$ cat src/rtl/parity_rx.sv
// parity_rx: oversampling serial frame receiver with XOR parity checking.
// Frame: start(0), DATA_W data bits LSB first, parity, stop(1).
// Each received word is presented with parity and framing error flags.
module parity_rx #(
   parameter int DATA_W       = 8,
   parameter int CLKS_PER_BIT = 16,
   parameter int PARITY_ODD   = 0
) (
   input  logic              clk,
   input  logic              rst_n,
   input  logic              rxd,
   output logic [DATA_W-1:0] data,
   output logic              valid,
   output logic              parity_err,
   output logic              frame_err,
   output logic              busy
);

   localparam int CW = (CLKS_PER_BIT > 1) ? $clog2(CLKS_PER_BIT) : 1;
   localparam int BW = $clog2(DATA_W + 1);
   localparam logic [CW-1:0] MID_CNT = CW'(CLKS_PER_BIT / 2 - 1);
   localparam logic [CW-1:0] END_CNT = CW'(CLKS_PER_BIT - 1);
   localparam logic [BW-1:0] LAST_BIT = BW'(DATA_W - 1);
   localparam logic          ODD = (PARITY_ODD != 0);

   typedef enum logic [2:0] {
      S_IDLE   = 3'd0,
      S_START  = 3'd1,
      S_DATA   = 3'd2,
      S_PARITY = 3'd3,
      S_STOP   = 3'd4,
      S_BRK    = 3'd5
   } state_t;

   state_t            r_state, w_next;
   logic [1:0]        r_sync;
   logic [CW-1:0]     r_cnt;
   logic [BW-1:0]     r_bitn;
   logic [DATA_W-1:0] r_sr, w_sr_next;
   logic              r_acc, r_perr;
   logic [DATA_W-1:0] r_data;
   logic              r_valid, r_parity_err, r_frame_err;
   logic              w_rxs, w_mid, w_end;

   assign w_rxs = r_sync[1];
   assign w_mid = (r_cnt == MID_CNT);
   assign w_end = (r_cnt == END_CNT);

   // Two-flop synchroniser for the asynchronous line; idles high
   always_ff @(posedge clk) begin
      if (!rst_n) r_sync <= 2'b11;
      else        r_sync <= {r_sync[0], rxd};
   end

   // State register
   always_ff @(posedge clk) begin
      if (!rst_n) r_state <= S_IDLE;
      else        r_state <= w_next;
   end

   // Next-state logic; after the start mid-point, w_end marks each later bit centre
   always_comb begin
      w_next = r_state;
      case (r_state)
         S_IDLE:   if (!w_rxs) w_next = S_START;
         S_START:  if (w_mid) w_next = w_rxs ? S_IDLE : S_DATA;
         S_DATA:   if (w_end && r_bitn == LAST_BIT) w_next = S_PARITY;
         S_PARITY: if (w_end) w_next = S_STOP;
         S_STOP:   if (w_end) w_next = w_rxs ? S_IDLE : S_BRK;
         S_BRK:    if (w_rxs) w_next = S_IDLE;
         default:  w_next = S_IDLE;
      endcase
   end

   // Output/helper logic: busy flag and right-shift of the data register (new bit at MSB)
   always_comb begin
      busy                 = (r_state != S_IDLE);
      w_sr_next            = r_sr >> 1;
      w_sr_next[DATA_W-1]  = w_rxs;
   end

   // Datapath: bit timing, data capture, parity accumulation and word presentation
   always_ff @(posedge clk) begin
      if (!rst_n) begin
         r_cnt        <= '0;
         r_bitn       <= '0;
         r_sr         <= '0;
         r_acc        <= 1'b0;
         r_perr       <= 1'b0;
         r_data       <= '0;
         r_valid      <= 1'b0;
         r_parity_err <= 1'b0;
         r_frame_err  <= 1'b0;
      end else begin
         r_valid <= 1'b0;
         case (r_state)
            S_IDLE: begin
               r_cnt  <= '0;
               r_bitn <= '0;
               r_acc  <= 1'b0;
            end
            S_START: r_cnt <= w_mid ? '0 : r_cnt + 1'b1;
            S_DATA: begin
               if (w_end) begin
                  r_cnt  <= '0;
                  r_sr   <= w_sr_next;
                  r_acc  <= r_acc ^ w_rxs;
                  r_bitn <= r_bitn + 1'b1;
               end else begin
                  r_cnt <= r_cnt + 1'b1;
               end
            end
            S_PARITY: begin
               if (w_end) begin
                  r_cnt  <= '0;
                  r_perr <= r_acc ^ w_rxs ^ ODD;
               end else begin
                  r_cnt <= r_cnt + 1'b1;
               end
            end
            S_STOP: begin
               if (w_end) begin
                  r_cnt        <= '0;
                  r_data       <= r_sr;
                  r_parity_err <= r_perr;
                  r_frame_err  <= ~w_rxs;
                  r_valid      <= 1'b1;
               end else begin
                  r_cnt <= r_cnt + 1'b1;
               end
            end
            default: r_cnt <= '0;
         endcase
      end
   end

   assign data       = r_data;
   assign valid      = r_valid;
   assign parity_err = r_parity_err;
   assign frame_err  = r_frame_err;

endmodule

$ cat config.mk
export PLATFORM = sky130hd
export DESIGN_NAME = parity_rx
export DESIGN_NICKNAME = d
export VERILOG_FILES = /design/src/rtl/parity_rx.sv
export SDC_FILE = /design/constraint.sdc
export NUM_CORES = 1
export LEC_CHECK = 0
export CORE_ASPECT_RATIO = 0.7
export CORE_MARGIN = 4
export CORE_UTILIZATION = 30
export DETAILED_ROUTE_END_ITERATION = 6
export PLACE_DENSITY = 0.59
export SLEW_MARGIN = 20
export SYNTH_ARGS = -nofsm -noshare
export SYNTH_HDL_FRONTEND = slang
export SYNTH_SLANG_ARGS = --single-unit
$ cat constraint.sdc
create_clock -name clk -period 1.5 [get_ports clk]
set_input_delay 0.3 -clock clk [delete_from_list [all_inputs] [get_ports clk]]
set_output_delay 0.3 -clock clk [all_outputs]
set_load 0.02 [all_outputs]
# Word level (Yosys, flattened, before mapping)
# Index checks and enable logic that the tools add are counted.
[op_classes]
n_lt_le_gt_ge = 0
n_eq_ne = 15
n_addsub = 2
muxes = 17
n_bitwise = 2
mul = 0
div = 0
n_shift = 0
n_reduce_logical = 11
[op_table]
columns = ["cell", "count"]
rows = [
  ["$mux W3", 7],
  ["$pmux W3 S6", 1],
  ["$pmux W4 S2", 2],
  ["$ne A2 B2 Y1 const B", 7],
  ["$mux W4", 3],
  ["$reduce_and A2 Y1", 5],
  ["$add A4 B1 Y4 const B", 2],
  ["$eq A4 B3 Y1 const B", 2],
  ["$eq A3 B2 Y1 const B", 2],
  ["$eq A3 B3 Y1 const B", 2],
  ["$reduce_and A6 Y1", 1],
  ["$eq A4 B4 Y1 const B", 1],
  ["$eq A3 B1 Y1 const B", 1],
  ["$logic_not A3 Y1", 1],
  ["$reduce_bool A3 Y1", 1],
  ["$reduce_or A3 Y1", 1],
  ["$mux W1", 2],
  ["$mux W2", 1],
  ["$pmux W1 S2", 1],
  ["$reduce_bool A2 Y1", 1],
  ["$logic_and A1 B1 Y1", 1],
  ["$not A1 Y1", 1],
  ["$xor A1 B1 Y1", 1],
]
[word_totals]
ff_bits = 34
elab_cells = 58
n_memories = 0
inputBits = 3
ram_bits = 0
output_inout_bits = 12
mem_bits_ro = 0
latchBits = 0

# Depth between registers and ports, before layout
# Gate-level depths: netlist of the first run.
[logic_depth]
ltp_word = 4
depth_mapped = 6

# Worst setup path after synthesis of the first run
# OpenSTA, ideal clock, no wires.
[synth_path]
path_kind = "flip-flop to flip-flop"
startpoint = "reg r_cnt[0]"
endpoint = "reg r_bitn[3]"
slack_ps = 42
path_stages_with_launch = 5
setup_time_ps = 70
arrival_time_ps = 1388
period_less_slack_ps = 1458
cell_sequence = "dfxtp_1 ha_1 nand3_1 or4_1 a21oi_1"
[synth_between]
elab_chain_cells = 3
[synth_rtl]
columns = ["element", "line_no", "text"]
rows = [
  ["from (decl)", "37", "logic [CW-1:0] r_cnt;"],
  ["from (signal assigned)", "102", "S_START: r_cnt <= w_mid ? '0 : r_cnt + 1'b1;"],
  ["from (signal assigned)", "110", "r_cnt <= r_cnt + 1'b1;"],
  ["from (signal assigned)", "118", "r_cnt <= r_cnt + 1'b1;"],
  ["$eq A4 B4 Y1", "47", "assign w_end = (r_cnt == END_CNT);"],
  ["$ne A2 B2 Y1 (no source line)", "n/a", ""],
  ["$reduce_and A2 Y1 (no source line)", "n/a", ""],
  ["to (signal assigned)", "108", "r_bitn <= r_bitn + 1'b1;"],
  ["to (decl)", "38", "logic [BW-1:0] r_bitn;"],
]
# Every way passes these cells.
# A chain may end at the register's enable or synchronous reset.

# Final worst setup path of the first run
[layout_path]
startpoint = "reg r_state[0]"
endpoint = "reg r_bitn[0]"
[layout_between]
elab_chain_cells = 3
[layout_rtl]
columns = ["element", "line_no", "text"]
rows = [
  ["from (decl)", "35", "state_t r_state, w_next;"],
  ["from (signal assigned)", "58", "else r_state <= w_next;"],
  ["$eq A3 B2 Y1 or $logic_not A3 Y1 (tied branches)", "96", "case (r_state)"],
  ["$ne A2 B2 Y1 (no source line) or $reduce_bool A2 Y1 (tied branches)", "n/a", ""],
  ["$reduce_and A2 Y1 (no source line)", "n/a", ""],
]
# Parallel ways exist; a longest one is shown, timed or not.

==> results of run 1 <==
==> what timing repair did <==
item / in CTS / in global routing
cloned: 0 / 2
endpoints found under the setup margin: 14 / 12
hold buffers: 0 / 0
setup buffers: 0 / 2
gates resized for setup: 16 / 16
pin swaps: 2 / 4
endpoints found under the hold margin: 0 / 0
==> metrics by stage <==
step | worst slack (ps) | power [µW] | hold slack [ps] | setup TNS (ps)
final | 21.95 | 1766 | 409.3 | 0
after global routing | -25.68 | 1841 | 433.3 | -49.60
after CTS | 0.02653 | 1795 | 411.1 | 0
after detailed placement | -8.810 | 996.8 | 394.2 | -13.27
after global placement | -8.496 | 996.6 | 388.0 | -13.76
after floorplan | 42.40 | 966.9 | 373.0 | 0
==> layout make-up <==
class,instances,area (µm²),area share [%]
Multi-Input combinational cell,118,735.7,37.69
Tap cell,66,82.58,4.231
Timing Repair Buffer,40,326.6,16.73
Clock buffer,8,110.1,5.641
Sequential cell,34,681.9,34.94
Inverter,4,15.01,0.7692
==> flip-flops by register name, indices dropped and copies added, names as in the netlist <==
name	cells
parity_err	1
valid	1
r_state	3
r_perr	1
r_sync	2
frame_err	1
r_sr	8
r_acc	1
data	8
r_cnt	4
r_bitn	4
==> per-layer routing <==
layer | track usage [%] | share of wire, % | up-vias
met5 | 0 | 0 | -
met4 | 5.639 | 1.5 | 0
met3 | 4.437 | 5.5 | 6
met2 | 15.47 | 37 | 33
met1 | 18.13 | 55 | 611
li1 | - | - | 696
==> power by group <==
part | total (µW) | switching (µW) | leakage (µW) | internal [µW]
logic | 65.9 | 37.6 | 0.000432 | 28.3
clock network | 788 | 325 | 0.0000575 | 463
registers | 912 | 3.95 | 0.000275 | 908
total | 1770 | 367 | 0.000765 | 1400
==> worst max-delay path: cells and delay by family, from the launching register on <==
| kind | cells | cell delay [ps] |
|---|---|---|
| simple gates | 2 | 730 |
| compound gates | 1 | 110 |
| flops | 1 | 320 |
| buf+inv | 2 | 260 |
==> worst max-delay path by stage <==
stage	endpoint	slack [ps]
after floorplan	r_bitn[3]	40
after global placement	busy	-8
after detailed placement	busy	-9
after CTS	valid	0.03
after global routing	r_bitn[0]	-30
final	r_bitn[0]	20
==> cell families (layout without fill, tap and decap cells) <==
group           after synthesis  after routing  share of synthesized area, %
buf+inv                      21             52                         5.812
simple gates                 51             51                         19.49
xor+xnor                      4              4                         2.394
mux                           1              1                        0.6838
flops                        34             34                         46.50
fa+ha+maj                     2              2                         1.709
compound gates               60             60                         23.42
==> cells in the final DEF (no fill, tap or decap), types with 2 or more instances in the layout <==
cell type and instances:
nor2b_1 3, nor2_1 2, o21ai_0 18, nand3_1 26, or3_1 2, nor3_1 2, inv_1 4, clkbuf_8 8
xnor2_1 2, buf_6 3, clkdlybuf4s50_1 2, a311oi_1 2, dlygate4sd2_1 10, a21oi_1 23, dfxtp_1 33, nand2_1 3
o21ai_1 3, nand2b_1 2, buf_2 3, a31oi_1 2, xor2_1 2, o211ai_1 3, buf_4 21
==> reports/summary.txt, run 1 <==
Post-route insts no fill: 270
CTS Buffer Depth: 2
Start point of the worst hold path: r_sync[0]
Unique masters post-synth: 37
Final setup fails: 0
Worst-skew pair later-pin latency: 290 ps
Critical Setup Path Class: flop to flop
H-tree levels: 2
CP most frequent cell: buf_6
Worst Hold End: r_sync[1]
CP Launch Type: flop
Synthesized area per cell: 8.462 µm²
F_max: 0.6766 GHz
Area leader, netlist: dfxtp_1
Outcome: finished clean
Dpl cell area: 1782 µm²
Routed WL per cell: 12.93 µm
Relative slew margins: 76.47%
DR iter-0 viols: 60
Leading cell type by number of instances after synthesis: dfxtp_1
Via density per instance: 4.985
FP Rows: 20
Crit path arrival time: 1710 ps
Area delta synth->final: 33.33%
Fin crit share: 98.54%
IO Pins: 15
Synth top area share: 46.50%
Die height: 66.45 µm
Share of cells above drive strength 1: 22.06%
Final Hold Fails: 0
Post-synth EDFFs: 0
Top FF cell, synth: dfxtp_1
VDD IR max: 0.0002735 V
Final core occ: 43.09%
Sequential element share of the synthesized area: 46.50%
Crit end category: flop
Async S/R FF share, synth: 0%
Post-Syn Nets: 178
DRT antenna net count: 0
YS warnings: 0
Worst EP required: 1730 ps
Max_cap viols: 0
Mapped cell area: 1464 µm²
R2R depth: 5
Max stage delay on crit path: 410 ps
Worst r2r src: r_state[0]
Remaining DRCs: 0
Reg-to-reg endpoint: r_bitn[0]
Cell count after synthesis: 173
Sink Count: 34
IO Port Bufs: 14
# diodes: 0
Root Buffer: clkbuf_8
Crit-path max FO: 6
Synth area leaders: dfxtp_1 (46%), nand3_1 (9.2%), a21oi_1 (8.2%)
Via count: 1346
Overall Global Routing Usage: 12.36%
Slew at the pin closest to its max-slew limit: 344.0 ps
Die X-Extent: 91.49 µm
R2R setup slack: 20 ps
Final Critical Period: 1478 ps
NumNets Final: 208
Core footprint: 4529 µm²
Final Instance Area: 1952 µm²
Leak Pwr: 0.0007646 µW
Initial Util: 32.32%
Critical path origin: r_state[0]
Cts bufs inserted: 5
First-pass GRT wire length: 5.823 mm
Hold path depth: 1
Cell Chain, Critical Path: buf_6, or3b_4, buf_6, or3_4, a21oi_2
DP Wirelength: 2.348 mm
Post-Route WL: 3.490 mm
HP Class: flop to flop
Slowest library cell on the worst path: or3b_4
Placed Cells: 258
Fillcell total: 471
Pre-Repair DR Iteration Count: 4
Placer Congestion: 0.7943
Pwr dens: 904.9 nW/µm²
Synth top cells by count: dfxtp_1 (34), nand3_1 (27), a21oi_1 (24), o21ai_0 (21), clkbuf_1 (10)
Die ar.: 6079 µm²
Largest net degree at the start of global routing: 14
Vias in the first global route: 1149
Final Slew Violations: 0
CTS tree: built
Worst-path clk slew: 70 ps
Clk_skew: 1.936 ps
Flops & latches, synth: 34
Initial antenna violation count: 0
GRT overflow: 0
Unrepaired setup endpoints after global routing: yes
Note: power is estimated with default switching activity, not from simulation.
==> inputs of run 2 (changes only) <==
--- a/config.mk
+++ b/config.mk
@@ -5,7 +5,6 @@
 export SDC_FILE = /design/constraint.sdc
 export NUM_CORES = 1
 export LEC_CHECK = 0
-export CORE_ASPECT_RATIO = 0.7
 export CORE_MARGIN = 4
 export CORE_UTILIZATION = 30
 export DETAILED_ROUTE_END_ITERATION = 6
==> reports/summary.txt, run 2 (same netlist as run 1, synthesis figures left out) <==
F_max: 0.6825 GHz
CTS Buffer Depth: 2
Final Hold Fails: 0
H-tree levels: 2
Final setup fails: 0
GRT overflow: 0
Unrepaired setup endpoints after global routing: yes
CTS tree: built
Clk_skew: 5.746 ps
Die ar.: 6061 µm²
Placer Congestion: 0.7795
Remaining DRCs: 0
Die height: 77.86 µm
Worst-skew pair later-pin latency: 290 ps
Final core occ: 41.09%
DP Wirelength: 2.216 mm
Worst EP required: 1720 ps
Core footprint: 4723 µm²
Fin crit share: 97.68%
Die X-Extent: 77.86 µm
IO Port Bufs: 14
HP Class: flop to flop
Leak Pwr: 0.0007390 µW
IO Pins: 15
Crit end category: flop
Most common cell after layout, fill and taps aside: dfxtp_1
Slew at the pin closest to its max-slew limit: 342.4 ps
Final WS setup: 34.84 ps
Crit-path max FO: 4
Final Slew Violations: 0
Via density per instance: 5.008
DP Worst Slack: -21.46 ps
Max_cap viols: 0
Final Critical Period: 1465 ps
Largest net degree at the start of global routing: 24
Critical Setup Path Class: flop to flop
Crit path arrival time: 1690 ps
Initial Util: 30.99%
Outcome: finished clean
Pre-Repair DR Iteration Count: 4
Via count: 1332
Sink Count: 34
Pwr dens: 867.9 nW/µm²
Start point of the worst hold path: r_sync[0]
CP Launch Type: flop
Critical path origin: r_state[2]
Overall Global Routing Usage: 11.38%
DR iter-0 viols: 102
Routed WL per cell: 12.88 µm
Post-Route WL: 3.425 mm
VDD IR max: 0.0004651 V
Share of cells above drive strength 1: 20.10%
FP Rows: 25
Worst-path clk slew: 70 ps
Area delta synth->final: 32.56%
Most frequent cells in the layout: dfxtp_1 (33), nand3_1 (26), a21oi_1 (23), o21ai_0 (19), buf_4 (17)
Fillcell total: 471
Initial antenna violation count: 0
Worst r2r src: r_state[2]
NumNets Final: 203
Relative slew margins: 76.58%
CTS hold repair buffers: 0
First-pass GRT wire length: 5.471 mm
DRT antenna net count: 0
Cts bufs inserted: 5
Root Buffer: clkbuf_8
# diodes: 0
Vias in the first global route: 1165
## run 2: worst paths after layout
| check | to | slack, ps | depth (start not counted) |
|---|---|---|---|
| worst max-delay path | r_bitn[3] | 30 | 4 |
| worst min-delay path | r_sync[1] | 420 | 1 |
| worst max register to register | r_bitn[3] | 30 | 4 |
| worst min register to register | r_sync[1] | 420 | 1 |
## run 2: worst max-delay path: stages (launching register included)
cell and delay (ps):
dfxtp_2 320, buf_4 130, or3b_4 400, or4_4 420, a21oi_2 130
## run 2: through the flow
step	cell area, µm²	TNS [ps]	instances	hold slack [ps]	total power [µW]
6_report	1941	0	266	416.3	1684
3_3_place_gp	1778	-19.32	255	391.1	997.3
2_1_floorplan	1464	0	173	373.0	966.9
4_1_cts	1857	0	263	416.0	1711
3_5_place_dp	1778	-36.95	255	394.7	996.6
5_1_grt	1941	-31.37	266	434.7	1755
## run 2: power breakdown
group / leakage, µW / switching [µW] / internal (µW)
Clock: 0.0000472 / 340 / 369
Sequential: 0.000275 / 4.34 / 907
Combinational: 0.000417 / 35.9 / 28.5
Total: 0.000739 / 380 / 1300
## run 2: metal layers
layer | track usage [%] | wire length (µm)
met5 | 0 | 0
met4 | 5.338 | 64
met3 | 3.248 | 189
met2 | 17.21 | 1629
met1 | 14.83 | 1541
## run 2: repair_timing
| action | CTS | global route |
|---|---|---|
| setup endpoints to repair | 14 | 16 |
| setup buffers | 0 | 2 |
| pin swaps | 1 | 2 |
| resized for setup | 16 | 16 |
| gates cloned | 0 | 1 |
## run 2: final cells by class
| cell class | count | area [µm²] | area share, % |
|---|---|---|---|
| multi-input cells | 118 | 755.7 | 38.94 |
| flip-flops and latches | 34 | 681.9 | 35.14 |
| repair buffers | 35 | 309.0 | 15.93 |
| well taps | 67 | 83.83 | 4.320 |
| clock buffers | 6 | 82.58 | 4.255 |
| inverters | 4 | 15.01 | 0.7737 |
| clock inverters | 2 | 12.51 | 0.6447 |
==> inputs of run 3 (changes only) <==
--- a/config.mk
+++ b/config.mk
@@ -8,7 +8,7 @@
 export CORE_MARGIN = 4
 export CORE_UTILIZATION = 30
 export DETAILED_ROUTE_END_ITERATION = 6
-export PLACE_DENSITY = 0.59
+export PLACE_DENSITY = 0.58
 export SLEW_MARGIN = 20
 export SYNTH_ARGS = -nofsm -noshare
 export SYNTH_HDL_FRONTEND = slang
==> constraint.sdc (replaced) <==
create_clock -name clk -period 1.7 [get_ports clk]
set_input_delay 0.34 -clock clk [delete_from_list [all_inputs] [get_ports clk]]
set_output_delay 0.34 -clock clk [all_outputs]
set_load 0.02 [all_outputs]
==> reports/summary.txt, run 3 (same netlist as run 1, synthesis figures left out) <==
Final setup fails: 0
Relative slew margins: 71.48%
Outcome: finished clean
HP Class: flop to flop
Die X-Extent: 77.86 µm
Reg-to-reg endpoint: r_bitn[3]
Start point of the worst hold path: r_sync[0]
Worst path buffer plus inverter count: 1
Cell Chain, Critical Path: or3_1, dlygate4sd2_1
Worst-skew pair later-pin latency: 300 ps
Area delta synth->final: 27.01%
Routed WL per cell: 12.61 µm
Final Slew Violations: 0
Critical Setup Path Class: flop to output pin
Dpl cell area: 1723 µm²
Final Hold Fails: 0
H-tree levels: 2
FP Rows: 25
Final Instance Area: 1859 µm²
DP Wirelength: 2.128 mm
Remaining DRCs: 0
Core footprint: 4723 µm²
CP Launch Type: flop
Placer Congestion: 0.7805
Crit-path max FO: 2
Worst r2r src: r_cnt[0]
NumNets Final: 196
CP delay by family, top: simple AND/OR/NAND/NOR gates
# diodes: 0
Pwr dens: 950.4 nW/µm²
CTS Buffer Depth: 2
Worst-path clk slew: 70 ps
Final Critical Period: 1644 ps
Slew at the pin closest to its max-slew limit: 426.9 ps
IO Pins: 15
Most frequent cells in the layout: dfxtp_1 (34), nand3_1 (27), a21oi_1 (24), o21ai_0 (21), buf_4 (14)
Initial antenna violation count: 0
Share of cells above drive strength 1: 12.50%
Fin crit share: 96.69%
Via count: 1290
Most common cell after layout, fill and taps aside: dfxtp_1
Clk_skew: 8.111 ps
Max stage delay on crit path: 370 ps
VDD IR max: 0.0006454 V
R2R depth: 4
Unrepaired setup endpoints after global routing: no
Max_cap viols: 0
Initial Util: 30.99%
F_max: 0.6084 GHz
CTS tree: built
Worst EP required: 1360 ps
Overall Global Routing Usage: 12.05%
DR iter-0 viols: 70
Cts bufs inserted: 5
First-pass GRT wire length: 5.775 mm
Post-Route WL: 3.265 mm
Hold path depth: 1
Crit end category: output pin
Sink Count: 34
Largest net degree at the start of global routing: 24
Leak Pwr: 0.0006442 µW
DRT antenna net count: 0
Via density per instance: 4.981
Slowest library cell on the worst path: or3_1
Postcts setup bufs: 0
Die height: 77.86 µm
Fin Setup TNS: 0 ps
GRT overflow: 0
Crit path arrival time: 1300 ps
Worst Hold End: r_sync[1]
Critical path origin: r_state[2]
Vias in the first global route: 1230
R2R setup slack: 140 ps
IO Port Bufs: 14
Pre-Repair DR Iteration Count: 4
Root Buffer: clkbuf_8
Die ar.: 6061 µm²
[run 3: cell types whose count changed in the layout (fill, tap and decap cells not counted), sizes merged]
cell and delta:
clkinvlp -1, clkdlybuf4s50 +11, dlygate4sd2 -9, buf -8
bufinv +2, dlymetal6s2s -1, clkbuf -1
[run 3: area by class of cell]
type / count / area [µm²]
Fill cell: 471 / 2864
Multi-Input combinational cell: 118 / 698.2
Sequential cell: 34 / 680.7
Timing Repair Buffer: 28 / 244.0
Tap cell: 67 / 83.83
Clock buffer: 5 / 68.82
Clock inverter: 3 / 68.82
Inverter: 4 / 15.01
[run 3: how the worst max path moves through the flow]
| stage | end | slack (ps) | cells after the start |
|---|---|---|---|
| after detailed placement | busy | 150 | 2 |
| final | busy | 60 | 2 |
| after CTS | busy | 40 | 2 |
| after global routing | busy | 7 | 2 |
| after global placement | busy | 140 | 2 |
| after floorplan | r_bitn[3] | 240 | 4 |
[run 3: what timing repair did]
| item | CTS | global route |
|---|---|---|
| endpoints found under the setup margin | 1 | 0 |
| gates resized for setup | 1 | 0 |
| hold buffers | 0 | 0 |
[run 3: where the power goes]
group          internal (µW)  switching (µW)
sequential               800            3.21
combinational           20.4            30.2
clock                    588             325
[run 3: stage by stage]
step / hold WS [ps] / setup WS [ps] / power, µW / util [%] / cells
after floorplan: 386.3 / 242.4 / 853.2 / - / 173
after global placement: 392.5 / 143.0 / 874.4 / 36.48 / 251
after detailed placement: 395.9 / 146.6 / 873.7 / 36.48 / 251
after CTS: 413.6 / 44.10 / 1782 / 39.36 / 259
after global routing: 451.4 / 6.995 / 1827 / 39.36 / 259
final: 412.9 / 56.34 / 1767 / 39.36 / 259
[run 3: per-layer routing]
metal / wire (µm) / global-route usage, %
met5: 0 / 0
met4: 80 / 5.872
met3: 163 / 4.060
met2: 1443 / 18.15
met1: 1577 / 15.29
==> RTL change 1: new RTL, config.mk and constraints of run 1 <==
`PARITY_ODD`: 0 -> 1.
--- a/src/rtl/parity_rx.sv
+++ b/src/rtl/parity_rx.sv
@@ -4,7 +4,7 @@
 module parity_rx #(
    parameter int DATA_W       = 8,
    parameter int CLKS_PER_BIT = 16,
-   parameter int PARITY_ODD   = 0
+   parameter int PARITY_ODD   = 1
 ) (
    input  logic              clk,
    input  logic              rst_n,
Function: no difference found for any inputs over 10 cycles, from zero or initial values and one cycle with rst_n low; that may be too few to reach the edited logic, so the function may still have changed.
==> RTL change 1 against run 1 <==
- the flow now finishes with violations (setup timing)
- sequential cell count did not move
- area after synthesis rose by 2.3%
- cell area rose by 0.45%
- worst setup slack got worse by 0.042 ns
- count of clock-buffer cells in the layout fell by 2
- routed wire length fell by 12%
- critical path type unchanged
- highest routed layer unchanged
Power is not compared: it rests on default switching activity, and its combinational part moved more than twofold at a synthesized area within 25%.
==> RTL change 1: results <==
group,metric,value,unit
pwr,vdd_drop_max,0.456,mV
route,routed_wl,3.08,mm
setup_path,arrival,1.69,ns
floorplanning,die_x,92.5,µm
finish,buffers,32,
setup_path,critPathMaxFanout,6,
placement,place_ws,-0.0292,ns
clock_tree,cts_max_level,2,
clock_tree,post_cts_resized,12,
route,detail_route.vias_per_cell,4.54,
finish,nonClkBufAreaFrac,0.150,
timing,setup_ws,-0.0202,ns
clock_tree,hold_buffers,0,
timing,whs,0.407,ns
synthesis,yosys_warnings,0,
finish,final.clkbuf_count,6,
finish,drive_gt1_frac,0.210,
synthesis,synth_common_cells,"dfxtp_1, nor2b_1, mux2i_1, nor2_1, nand2_1",
run_status,outcome,"finished with violations",
placement,gp_congestion,0.802,
global_route,antenna_found_initial,0,
global_route,grt_pass1_wl,5.08,mm
global_route,grtUsageTotal,0.103,
finish,clkCellAreaFrac,0.0485,
finish,seq_area_frac,0.350,
run_status,failed_checks,"setup timing",
finish,area_delta_synth_final,30.9,%
synthesis,synth_area_leaders,"dfxtp_1, mux2i_1, nor2b_1",
synthesis,yosysUniqueCellTypes,39,
timing,setup_viol,3,
setup_path,slowest_delay,0.36,ns
timing,finalClockSkew,0.00464,ns
finish,num-fill-cells,492,
pwr,clk-power,690,µW
placement,placed_area,1820,µm²
synthesis,syn-num-nets,156,
clock_tree,worstSkewPairLatency,0.27,ns
global_route,grt_max_degree,22,
setup_path,crit_path_top_delay_cell,"dfxtp_4",
placement,place_hpwl,2.13,mm
finish,multi_input_area_share,0.401,
finish,nNetsFinal,185,
clock_tree,cts_root_buffer,"clkbuf_8",
global_route,grt_pass1_vias,1059,
route,drt_iter0_markers,31,
finish,multi_input_gates,104,
finish,num-nonclk-inverters,3,
timing,slew_headroom,0.718,
synthesis,seq_area_frac_synth,0.454,
-- RTL change 1: cell types whose count changed after synthesis, moves of 5 or more --
cell      change
a21oi_1      -23
clkbuf_1      -5
mux2i_1      +18
nand3_1      -23
nor2_1        +5
nor2b_1      +18
o21ai_0      -16
-- RTL change 1: worst paths after layout --
kind                                to                  from  cells past startpoint
setup / recovery  data[2]$_SDFFE_PN0P_   r_cnt[0]$_SDFF_PN0_                      6
hold / removal    r_sync[1]$_SDFF_PN1_  r_sync[0]$_SDFF_PN1_                      1
setup reg to reg  data[2]$_SDFFE_PN0P_   r_cnt[0]$_SDFF_PN0_                      6
hold reg to reg   r_sync[1]$_SDFF_PN1_  r_sync[0]$_SDFF_PN1_                      1
-- RTL change 1: cell families after synthesis --
group                    Yosys count  share of synthesized area
AND/OR/NAND/NOR                   56                      0.229
flip-flops                        34                      0.454
AO/OA/AOI/OAI                     21                     0.0936
multiplexers                      19                      0.127
buffers and inverters             13                     0.0443
XOR/XNOR                           6                     0.0351
adder cells (fa/ha/maj)            2                     0.0167
-- RTL change 1: metrics by stage --
step | instances | TNS, ns
after global routing | 250 | -0.594
after detailed placement | 238 | -0.0872
after global placement | 238 | 0
after CTS | 246 | -0.115
after floorplan | 151 | 0
final | 250 | -0.0422
-- RTL change 1: per-layer routing --
layer / global-route usage / vias to the layer above / wire length [µm]
li1: - / 578 / -
met1: 0.141 / 538 / 1600
met2: 0.162 / 17 / 1350
met3: 0.0372 / 2 / 116
met4: 0.0130 / 0 / 4
met5: 0 / - / 0
-- RTL change 1: worst max-delay path, delay by kind of cell (launching register included) --
| kind | cells | cell delay, ns |
|---|---|---|
| fa+ha+maj | 1 | 0.17 |
| buf+inv | 1 | 0.23 |
| flops | 1 | 0.36 |
| mux | 1 | 0.18 |
| simple gates | 3 | 0.48 |
==> RTL change 2: new RTL, config.mk and constraints of run 1 <==
Made on the original files. Add an input register stage for `rxd`; this delays it by one clock.
--- a/src/rtl/parity_rx.sv
+++ b/src/rtl/parity_rx.sv
@@ -32,6 +32,12 @@
       S_BRK    = 3'd5
    } state_t;
 
+   logic rxd_q;
+
+   always_ff @(posedge clk) begin
+      rxd_q <= rxd;
+   end
+
    state_t            r_state, w_next;
    logic [1:0]        r_sync;
    logic [CW-1:0]     r_cnt;
@@ -49,7 +55,7 @@
    // Two-flop synchroniser for the asynchronous line; idles high
    always_ff @(posedge clk) begin
       if (!rst_n) r_sync <= 2'b11;
-      else        r_sync <= {r_sync[0], rxd};
+      else        r_sync <= {r_sync[0], rxd_q};
    end
 
    // State register
Formal check against the unedited RTL: not equivalent (Yosys sat finds a counterexample within 4 cycles, from zero or initial values and one cycle with rst_n low).
==> RTL change 2 against run 1 <==
- worst setup slack got worse by 0.0043 ns
- sequential power increased by 3.1%
- cell area fell by 0.90%
- total power fell by 6.1%
- worst hold slack better by 0.0024 ns
- routed wire length rose by 0.49%
- synthesized cell count is 1.2% higher
- count of clock-buffer cells in the layout decreased by 2
- die area is 1.7% higher
- clock skew grew 0.0065 ns
- sequential cell count increased by 1
- area after synthesis rose by 1.9%
- combinational power down 0.9%
- global-route usage down 0.20 points
- highest routed layer unchanged
==> RTL change 2: results <==
group,metric,value,unit
route,drt_iter0_markers,129,
pwr,vdd_drop_max,0.411,mV
setup_path,crit_path_top_delay_cell,"or4_1",
synthesis,seq_area_frac_synth,0.470,
timing,slew_headroom,0.776,
timing,whs,0.412,ns
synthesis,synth_area_leaders,"dfxtp_1, nand3_1, a21oi_1",
placement,gp_congestion,0.784,
global_route,grtUsageTotal,0.122,
route,routed_wl,3.51,mm
placement,place_ws,-0.0384,ns
finish,nNetsFinal,207,
finish,drive_gt1_frac,0.192,
setup_path,arrival,1.69,ns
run_status,outcome,"completed",
global_route,grt_pass1_wl,5.89,mm
synthesis,syn-num-nets,180,
global_route,grt_max_degree,18,
placement,place_hpwl,2.35,mm
route,vias,1337,
setup_path,slowest_delay,0.50,ns
pwr,p_sw,370,µW
synthesis,yosysUniqueCellTypes,31,
timing,finalClockSkew,0.00848,ns
pwr,p_leak,0.727,nW
setup_path,critPathMaxFanout,4,
synthesis,synth_common_cells,"dfxtp_1, nand3_1, a21oi_1, o21ai_0, clkbuf_1",
global_route,grt_pass1_vias,1164,
setup_path,reg2reg_depth,3,
setup_path,reg2reg_to,"r_acc$_SDFFE_PN0P_",
min_path,min_to,"r_sync[1]$_SDFF_PN1_",
setup_path,startpoint,"r_state[1]$_SDFFE_PN0P_",
placement,placed_area,1810,µm²
[RTL change 2: cell count changes in the layout (fill, tap and decap cells not counted), moves of 3 or more]
cell             run 1  this run
a21oi_1             23        20
clkbuf_8             8         5
nor2_1               2         6
nand2b_1             2         5
buf_4               21        18
[RTL change 2: worst register-to-register path: cells and delay by family (launching register included)]
family             cells  cell delay (ns)
AOI/OAI and AO/OA      1             0.11
and+or+nand+nor        2             0.95
DFF                    1             0.35
[RTL change 2: area by class of cell]
class	instances	area (µm²)
multi-input cells	121	756
inverters	4	15.0
fillers	496	2850
clock buffers	6	72.6
clock inverters	2	12.5
well taps	69	86.3
repair buffers	35	292
flip-flops and latches	35	701
[RTL change 2: kinds of logic (layout without fill, tap and decap cells)]
group | count (synthesis) | in the layout | synth area share
adder cells (fa/ha/maj) | 2 | 2 | 0.0168
XOR/XNOR | 3 | 3 | 0.0176
AO/OA/AOI/OAI | 59 | 59 | 0.234
buffers and inverters | 19 | 47 | 0.0520
flip-flops | 35 | 35 | 0.470
AND/OR/NAND/NOR | 55 | 55 | 0.196
multiplexers | 2 | 2 | 0.0134
[RTL change 2: timing repair]
action	in CTS	in global routing
resized for setup	15	15
setup endpoints to repair	12	14
setup buffers	0	0
[RTL change 2: metrics by stage]
stage	cells	total power [mW]	TNS (ns)
global route	272	1.72	-0.0130
floorplan	175	0.991	0
CTS	272	1.67	0
finish	272	1.66	0
detailed placement	264	1.02	-0.0752
global placement	264	1.02	-0.0237
[RTL change 2: power by group through the flow]
stage	Clock, mW	Combinational, mW	Sequential, mW
floorplan	0	0.0306	0.961
global placement	0	0.0631	0.961
detailed placement	0	0.0633	0.961
CTS	0.671	0.0619	0.940
global route	0.708	0.0720	0.940
finish	0.652	0.0653	0.940
[RTL change 2: how the worst max path moves through the flow]
stage / end / slack [ns] / depth (start not counted)
2_1_floorplan: r_acc$_SDFFE_PN0P_ / 0.02 / 6
3_3_place_gp: busy / -0.01 / 2
3_5_place_dp: r_acc$_SDFFE_PN0P_ / -0.04 / 4
4_1_cts: valid / 0.02 / 1
5_1_grt: r_bitn[3]$_SDFFE_PN0P_ / -0.01 / 5
6_report: r_acc$_SDFFE_PN0P_ / 0.02 / 3
[RTL change 2: metal layers]
layer  track usage  share of wire  up-vias
met3        0.0372          0.062        2
li1              -              -      693
met4        0.0333         0.0077        0
met5             0              0        -
met2         0.144           0.38       36
met1         0.198           0.55      606
